**src/rtl/ysyx_23060201_ifu_stream_pkg.sv**
```systemverilog
// Shared constants and types for the streaming instruction fetch unit.
package ysyx_23060201_ifu_stream_pkg;

  // Memory base: first fetch address out of reset.
  localparam logic [31:0] MBASE = 32'h8000_0000;

  // RUN issues fetches; DRAIN waits for responses of a flushed stream.
  typedef enum logic {
    ST_RUN   = 1'b0,
    ST_DRAIN = 1'b1
  } ifu_state_e;

endpackage

```
**src/rtl/ysyx_23060201_ifu_fifo.sv**
```systemverilog
// Synchronous FIFO with registered head; flush wins over push and pop.
module ysyx_23060201_ifu_fifo #(
  parameter int WIDTH = 8,
  parameter int DEPTH = 4
) (
  input  logic                         clk,
  input  logic                         rst,
  input  logic                         push,
  input  logic                         pop,
  input  logic                         flush,
  input  logic [WIDTH-1:0]             din,
  output logic                         full,
  output logic                         empty,
  output logic [$clog2(DEPTH):0]       count,
  output logic [WIDTH-1:0]             head
);
  localparam int AW = $clog2(DEPTH);
  localparam int CW = AW + 1;

  logic [WIDTH-1:0] mem_q [DEPTH];
  logic [AW-1:0]    wr_ptr_q, wr_ptr_d, rd_ptr_q, rd_ptr_d;
  logic [CW-1:0]    cnt_q, cnt_d;
  logic             do_push, do_pop;

  // Pointer/count update; a push into a full FIFO is only taken alongside a pop.
  always_comb begin
    do_pop   = pop & ~flush & (cnt_q != '0);
    do_push  = push & ~flush & (~full | do_pop);
    wr_ptr_d = wr_ptr_q;
    rd_ptr_d = rd_ptr_q;
    cnt_d    = cnt_q;
    if (flush) begin
      wr_ptr_d = '0;
      rd_ptr_d = '0;
      cnt_d    = '0;
    end else begin
      if (do_push) wr_ptr_d = wr_ptr_q + AW'(1);
      if (do_pop)  rd_ptr_d = rd_ptr_q + AW'(1);
      cnt_d = cnt_q + CW'(do_push) - CW'(do_pop);
    end
  end

  // Control state, cleared asynchronously.
  always_ff @(posedge clk or posedge rst) begin
    if (rst) begin
      wr_ptr_q <= '0;
      rd_ptr_q <= '0;
      cnt_q    <= '0;
    end else begin
      wr_ptr_q <= wr_ptr_d;
      rd_ptr_q <= rd_ptr_d;
      cnt_q    <= cnt_d;
    end
  end

  // Storage needs no reset; entries are only visible once counted.
  always_ff @(posedge clk) begin
    if (do_push) mem_q[wr_ptr_q] <= din;
  end

  assign full  = (cnt_q == CW'(DEPTH));
  assign empty = (cnt_q == '0);
  assign count = cnt_q;
  assign head  = mem_q[rd_ptr_q];

endmodule

```
**src/rtl/ysyx_23060201_ifu_stream.sv**
```systemverilog
// Pipelined instruction fetch: credit-limited requests, in-order responses
// buffered in a FIFO, redirect flush with drain of stale responses.
module ysyx_23060201_ifu_stream
  import ysyx_23060201_ifu_stream_pkg::*;
#(
  parameter int          ADDR_WIDTH      = 32,
  parameter int          DATA_WIDTH      = 32,
  parameter logic [31:0] RESET_PC        = MBASE,
  parameter int          FIFO_DEPTH      = 4,
  parameter int          MAX_OUTSTANDING = 2
) (
  input  logic                  clk,
  input  logic                  rst,
  input  logic                  redirect_valid,
  input  logic [ADDR_WIDTH-1:0] redirect_pc,
  output logic                  req_valid,
  input  logic                  req_ready,
  output logic [ADDR_WIDTH-1:0] req_addr,
  input  logic                  rsp_valid,
  input  logic [DATA_WIDTH-1:0] rsp_data,
  input  logic                  rsp_err,
  output logic                  out_valid,
  input  logic                  out_ready,
  output logic [ADDR_WIDTH-1:0] out_pc,
  output logic [DATA_WIDTH-1:0] out_inst,
  output logic                  out_err
);
  localparam int             CW      = $clog2(FIFO_DEPTH) + 1;
  localparam int             EW      = ADDR_WIDTH + DATA_WIDTH + 1;
  localparam logic [CW:0]    DEPTH_C = (CW+1)'(FIFO_DEPTH);
  localparam logic [CW-1:0]  MAXO_C  = CW'(MAX_OUTSTANDING);

  ifu_state_e            state_q, state_d;
  logic [ADDR_WIDTH-1:0] fetch_pc_q, fetch_pc_d, rsp_pc_q, rsp_pc_d, redir_pc;
  logic [CW-1:0]         outst_q, outst_d, drop_q, drop_d, fifo_count;
  logic [CW:0]           inflight;
  logic                  fifo_full, fifo_empty, push, pop, req_fire;
  logic [EW-1:0]         fifo_head;

  // Handshake decode: credits cover both in-flight requests and buffered words,
  // so every response is guaranteed a FIFO slot.
  always_comb begin
    redir_pc  = redirect_pc & ~ADDR_WIDTH'(3);
    inflight  = {1'b0, outst_q} + {1'b0, fifo_count};
    req_valid = ~rst & (state_q == ST_RUN) & ~redirect_valid &
                (outst_q < MAXO_C) & (inflight < DEPTH_C);
    req_addr  = fetch_pc_q;
    req_fire  = req_valid & req_ready;
    push      = (state_q == ST_RUN) & rsp_valid & ~redirect_valid;
    out_valid = ~rst & ~fifo_empty & ~redirect_valid;
    pop       = out_valid & out_ready;
    out_pc    = out_valid ? fifo_head[EW-1 -: ADDR_WIDTH] : '0;
    out_inst  = out_valid ? fifo_head[DATA_WIDTH:1] : '0;
    out_err   = out_valid & fifo_head[0];
  end

  // Next-state: pc tracking, outstanding/drop counters and RUN/DRAIN transitions.
  always_comb begin
    state_d    = state_q;
    fetch_pc_d = fetch_pc_q;
    rsp_pc_d   = rsp_pc_q;
    drop_d     = drop_q;
    outst_d    = outst_q + CW'(req_fire) - CW'(rsp_valid);
    if (req_fire) fetch_pc_d = fetch_pc_q + ADDR_WIDTH'(4);
    if (push)     rsp_pc_d   = rsp_pc_q + ADDR_WIDTH'(4);
    if (redirect_valid) begin
      // Everything still in flight belongs to the old stream; a response
      // landing this cycle is already accounted for.
      fetch_pc_d = redir_pc;
      rsp_pc_d   = redir_pc;
      drop_d     = outst_q - CW'(rsp_valid);
      state_d    = (drop_d != '0) ? ST_DRAIN : ST_RUN;
    end else if (state_q == ST_DRAIN && rsp_valid) begin
      drop_d = drop_q - CW'(1);
      if (drop_q == CW'(1)) state_d = ST_RUN;
    end
  end

  // State registers, asynchronously reset to the boot fetch address.
  always_ff @(posedge clk or posedge rst) begin
    if (rst) begin
      state_q    <= ST_RUN;
      fetch_pc_q <= ADDR_WIDTH'(RESET_PC);
      rsp_pc_q   <= ADDR_WIDTH'(RESET_PC);
      outst_q    <= '0;
      drop_q     <= '0;
    end else begin
      state_q    <= state_d;
      fetch_pc_q <= fetch_pc_d;
      rsp_pc_q   <= rsp_pc_d;
      outst_q    <= outst_d;
      drop_q     <= drop_d;
    end
  end

  ysyx_23060201_ifu_fifo #(.WIDTH(EW), .DEPTH(FIFO_DEPTH)) u_fifo (
    .clk   (clk),
    .rst   (rst),
    .push  (push),
    .pop   (pop),
    .flush (redirect_valid),
    .din   ({rsp_pc_q, rsp_data, rsp_err}),
    .full  (fifo_full),
    .empty (fifo_empty),
    .count (fifo_count),
    .head  (fifo_head)
  );

  // Invariants: no response without a request, no FIFO overflow, DRAIN has work.
  a_no_spurious_rsp: assert property (@(posedge clk) disable iff (rst)
    rsp_valid |-> (outst_q != '0));
  a_no_overflow: assert property (@(posedge clk) disable iff (rst)
    push |-> (!fifo_full || pop));
  a_drain_nonzero: assert property (@(posedge clk) disable iff (rst)
    (state_q == ST_DRAIN) |-> (drop_q != '0));

endmodule
```
**config.mk**
```make
export PLATFORM = sky130hd
export DESIGN_NAME = ysyx_23060201_ifu_stream
export DESIGN_NICKNAME = d
export VERILOG_FILES = /design/src/rtl/ysyx_23060201_ifu_stream_pkg.sv /design/src/rtl/ysyx_23060201_ifu_fifo.sv /design/src/rtl/ysyx_23060201_ifu_stream.sv
export SDC_FILE = /design/constraint.sdc
export NUM_CORES = 1
export LEC_CHECK = 0
export BUFFER_PORTS_ARGS = -buffer_cell sky130_fd_sc_hd__buf_4
export CAP_MARGIN = 20
export CORE_MARGIN = 2
export CORE_UTILIZATION = 58
export DETAILED_ROUTE_END_ITERATION = 7
export PLACE_DENSITY = 0.86
export SETUP_SLACK_MARGIN = 0.05
export SYNTH_ARGS = -nofsm -noshare
export SYNTH_HDL_FRONTEND = slang
export SYNTH_SLANG_ARGS = --single-unit
```
**constraint.sdc**
```tcl
create_clock -name clk -period 4.4 [get_ports clk]
set_clock_uncertainty 0.15 [all_clocks]
set_input_delay 0.22 -clock clk [delete_from_list [all_inputs] [get_ports clk]]
set_output_delay 0.22 -clock clk [all_outputs]
set_load 0.01 [all_outputs]
```
==> impl_metrics.toml <==
[logic_synthesis]
syn_avg_cell_area_sq_um = 15.8
ys_ff_latch = 326
yosys.area_share.xor_xnor_pct = 2.28
yosys.area.top_type = "edfxtp_1"
synth_ff_type = "edfxtp_1"
synth_top_area_share_pct = 54.8
async_flop_share_pct = 22.7
synth_edf_count = 252
synth-adder-area-share_pct = 1.83
synth-warning-count = 0
synth_compound_area_share_pct = 3.96
seq_area_frac_synth_pct = 68.2
synth_top_family_by_area = "simple AND/OR/NAND/NOR gates"
synth_area_leaders = "edfxtp_1 55%, dfrtp_1 13%, mux4_2 10%"
synth_area_sq_mm = 0.0138
ys_types = 53
muxShareOfSynthArea_pct = 10.8
synthCells = 873
yosys.area_share.simple_pct = 10.9

[power]
p_sw_mw = 1.67
pwr-share-comb_pct = 11.4
powerDensity_mw_per_mm2 = 419
sequentialPowerShare_pct = 51.3
switching_share_pct = 23.3
p_clk_share_pct = 37.3
power_mw = 7.18
vdd_ir_drop_max_uv = 217
internal_power_mw = 5.51
power_leakage_nw = 6.18

[timing]
finalSetupViolCount = 0
tns_ns = 0
setup_slack_ns = 1.20
hold_viol = 0
tightest_slew_ns = 0.871
slew_violations = 0
finalCritPeriodShare_pct = 72.7
relSlewSlack_pct = 41.9
fmax_mhz = 312
rsz0062_at_grt = "no"
finalCriticalPeriod_ns = 3.20

[floorplan]
die_height_um = 158
io_pins = 170
die_w_um = 158
coreArea_sq_mm = 0.0234
num_rows = 56
start_util_pct = 59.0
die_area_sq_mm = 0.0251

[clock_network]
cts_hold_buf = 67
cts_root_buf = "clkbuf_16"
htree_levels = 1
cts_tree = "built"
clock_path_buffers = 3
cts_setup_buffers = 0
clk_latency_ns = 0.56
cts-resized-gates = 0
clk_pin_slew_ns = 0.06
cts_buffers = 30
clock-sinks = 326

[global_routing]
grt_first_pass_wirelength_um = 47600
antenna_found_initial = 0
track_usage_pct = 25.1
grt_max_degree = 66
grt_pass1_vias = 8652
gr-total-overflow = 0

[placement]
placedCellCount = 1327
io_buffers = 163
dp_hpwl_um = 18500
gp_congestion = 0.892
place_worst_setup_slack_ns = 1.31

[route]
vias_per_cell = 5.97
postRouteAntennaNets = 0
drc_errors = 0
routed_wl_um = 31200
first_pass_iters = 5
wl_per_cell_um = 21.5
vias = 8659
drtIter0Drc = 703

[setup_path]
crit_top_cell = "buf_4"
crit_path_top_delay_cell = "dfrtp_4"
crit_buf_inv = 2
max_stage_delay_ns = 1.00
worstPathArrival_ns = 2.83
critPathKind = "flip-flop to primary output"
cp_top_family = "flip-flops"
cp_cell_sequence = "buf_4 -> mux4_2 -> and2_1 -> buf_4"
cp_max_fo = 45
crit_required_ns = 4.03
endpoint_kind = "primary output"
startpoint_type = "flip-flop"

[layout]
layout.nets = 1198
drive_gt1_share_pct = 27.3
area_delta_synth_final_pct = 24.0
fin_cells = 1451
num_antenna_cells = 0

[flow_run]
cap_viol_max_count = 0

[status]
status = "completed"

[worst_hold_path]
hp-class = "input pin to flip-flop"
placed cells by master, fill, tap and decap left out, types with 6 or more instances in the layout:
cell | netlist | routed
xor2_1 | 22 | 22
and3_1 | 8 | 8
a21oi_1 | 10 | 10
dfrtp_1 | 72 | 70
and2_1 | 71 | 67
mux4_2 | 63 | 63
nor2_1 | 26 | 26
nand4_1 | 28 | 28
ha_1 | 17 | 17
clkbuf_16 | 0 | 31
nand3_1 | 31 | 31
a31oi_1 | 7 | 7
o311ai_0 | 15 | 15
dlygate4sd3_1 | 0 | 67
nor3_1 | 6 | 6
inv_1 | 22 | 21
nand2_1 | 57 | 57
edfxtp_1 | 252 | 252
o211ai_1 | 9 | 9
o21ai_0 | 36 | 36
or3_1 | 6 | 6
xnor2_1 | 14 | 14
buf_4 | 5 | 172
or4_1 | 9 | 9
routing by layer:
metal	vias to the layer above	wire length [um]	global-route usage, %
li1	3829	-	-
met1	4347	12600	34.6
met2	431	15600	42.1
met3	52	2460	4.08
met4	0	630	7.04
met5	-	0	0
cell type report:
| cell class | instances | area [sq um] |
|---|---|---|
| flip-flops and latches | 326 | 9430 |
| fillers | 1423 | 6270 |
| multi-input cells | 483 | 4130 |
| repair buffers | 244 | 2060 |
| clock buffers | 36 | 795 |
| well taps | 319 | 399 |
| clock inverters | 20 | 235 |
| inverters | 23 | 86.3 |
synth_stat cells, types with 4 or more instances:
master,instances
ha_1,17
dfrtp_1,72
edfxtp_1,252
nor3_1,6
nand4_1,28
nand3_1,31
o211ai_1,9
mux4_2,63
nor2_1,26
nor2b_1,4
a31oi_1,7
xor2_1,22
inv_1,22
clkbuf_1,26
and2_1,71
o21ai_0,36
buf_4,5
and4_1,4
buf_2,10
xnor2_1,14
mux2i_1,4
nand2_1,57
o311ai_0,15
or3_1,6
and3_1,8
a21oi_1,10
or4_1,9
cells by family (layout without fill, tap and decap cells):
family,after synthesis,after routing
AOI/OAI and AO/OA,85,85
and+or+nand+nor,269,269
muxes,70,70
buffers and inverters,67,323
other,1,4
xor gates and xnor gates,36,36
adders and majority gates,19,19
DFF,326,326
flip-flops by register name, summed over array words and instances (netlist names):
name             flops
drop_q               3
rsp_pc_q            30
state_q              1
req_addr            30
u_fifo.count         3
u_fifo.mem_q       252
u_fifo.wr_ptr_q      2
outst_q              3
u_fifo.rd_ptr_q      2
final timing paths:
path / depth (start not counted) / endpoint / slack, ns / from
max: 4 / out_inst[25] / 1.20 / u_fifo.rd_ptr_q[0]
min: 2 / u_fifo.count[2] / 0.02 / redirect_valid
max reg2reg: 9 / outst_q[2] / 1.34 / u_fifo.count[2]
min reg2reg: 2 / req_addr[31] / 0.39 / req_addr[31]
max in group asynchronous: 5 / req_addr[31] / 3.03 / rst
min in group asynchronous: 3 / outst_q[1] / 0.11 / rst
power by group through the flow:
stage	Combinational [mW]	Clock [mW]	Sequential, mW
final	0.818	2.68	3.68
after floorplan	0.499	0	3.67
after global routing	0.899	2.83	3.71
after CTS	0.814	2.71	3.68
after detailed placement	0.757	0	3.74
after global placement	0.725	0	3.73
stage by stage:
| stage | cell area [sq um] | util [%] | hold WS [ns] |
|---|---|---|---|
| floorplan | 13800 | - | 0.169 |
| global placement | 15400 | 65.9 | 0.272 |
| detailed placement | 15400 | 65.9 | 0.274 |
| CTS | 17100 | 73.1 | 0.00199 |
| global route | 17100 | 73.2 | 0.0509 |
| finish | 17100 | 73.2 | 0.0218 |
No activity file was read; power rests on OpenSTA's default activity.
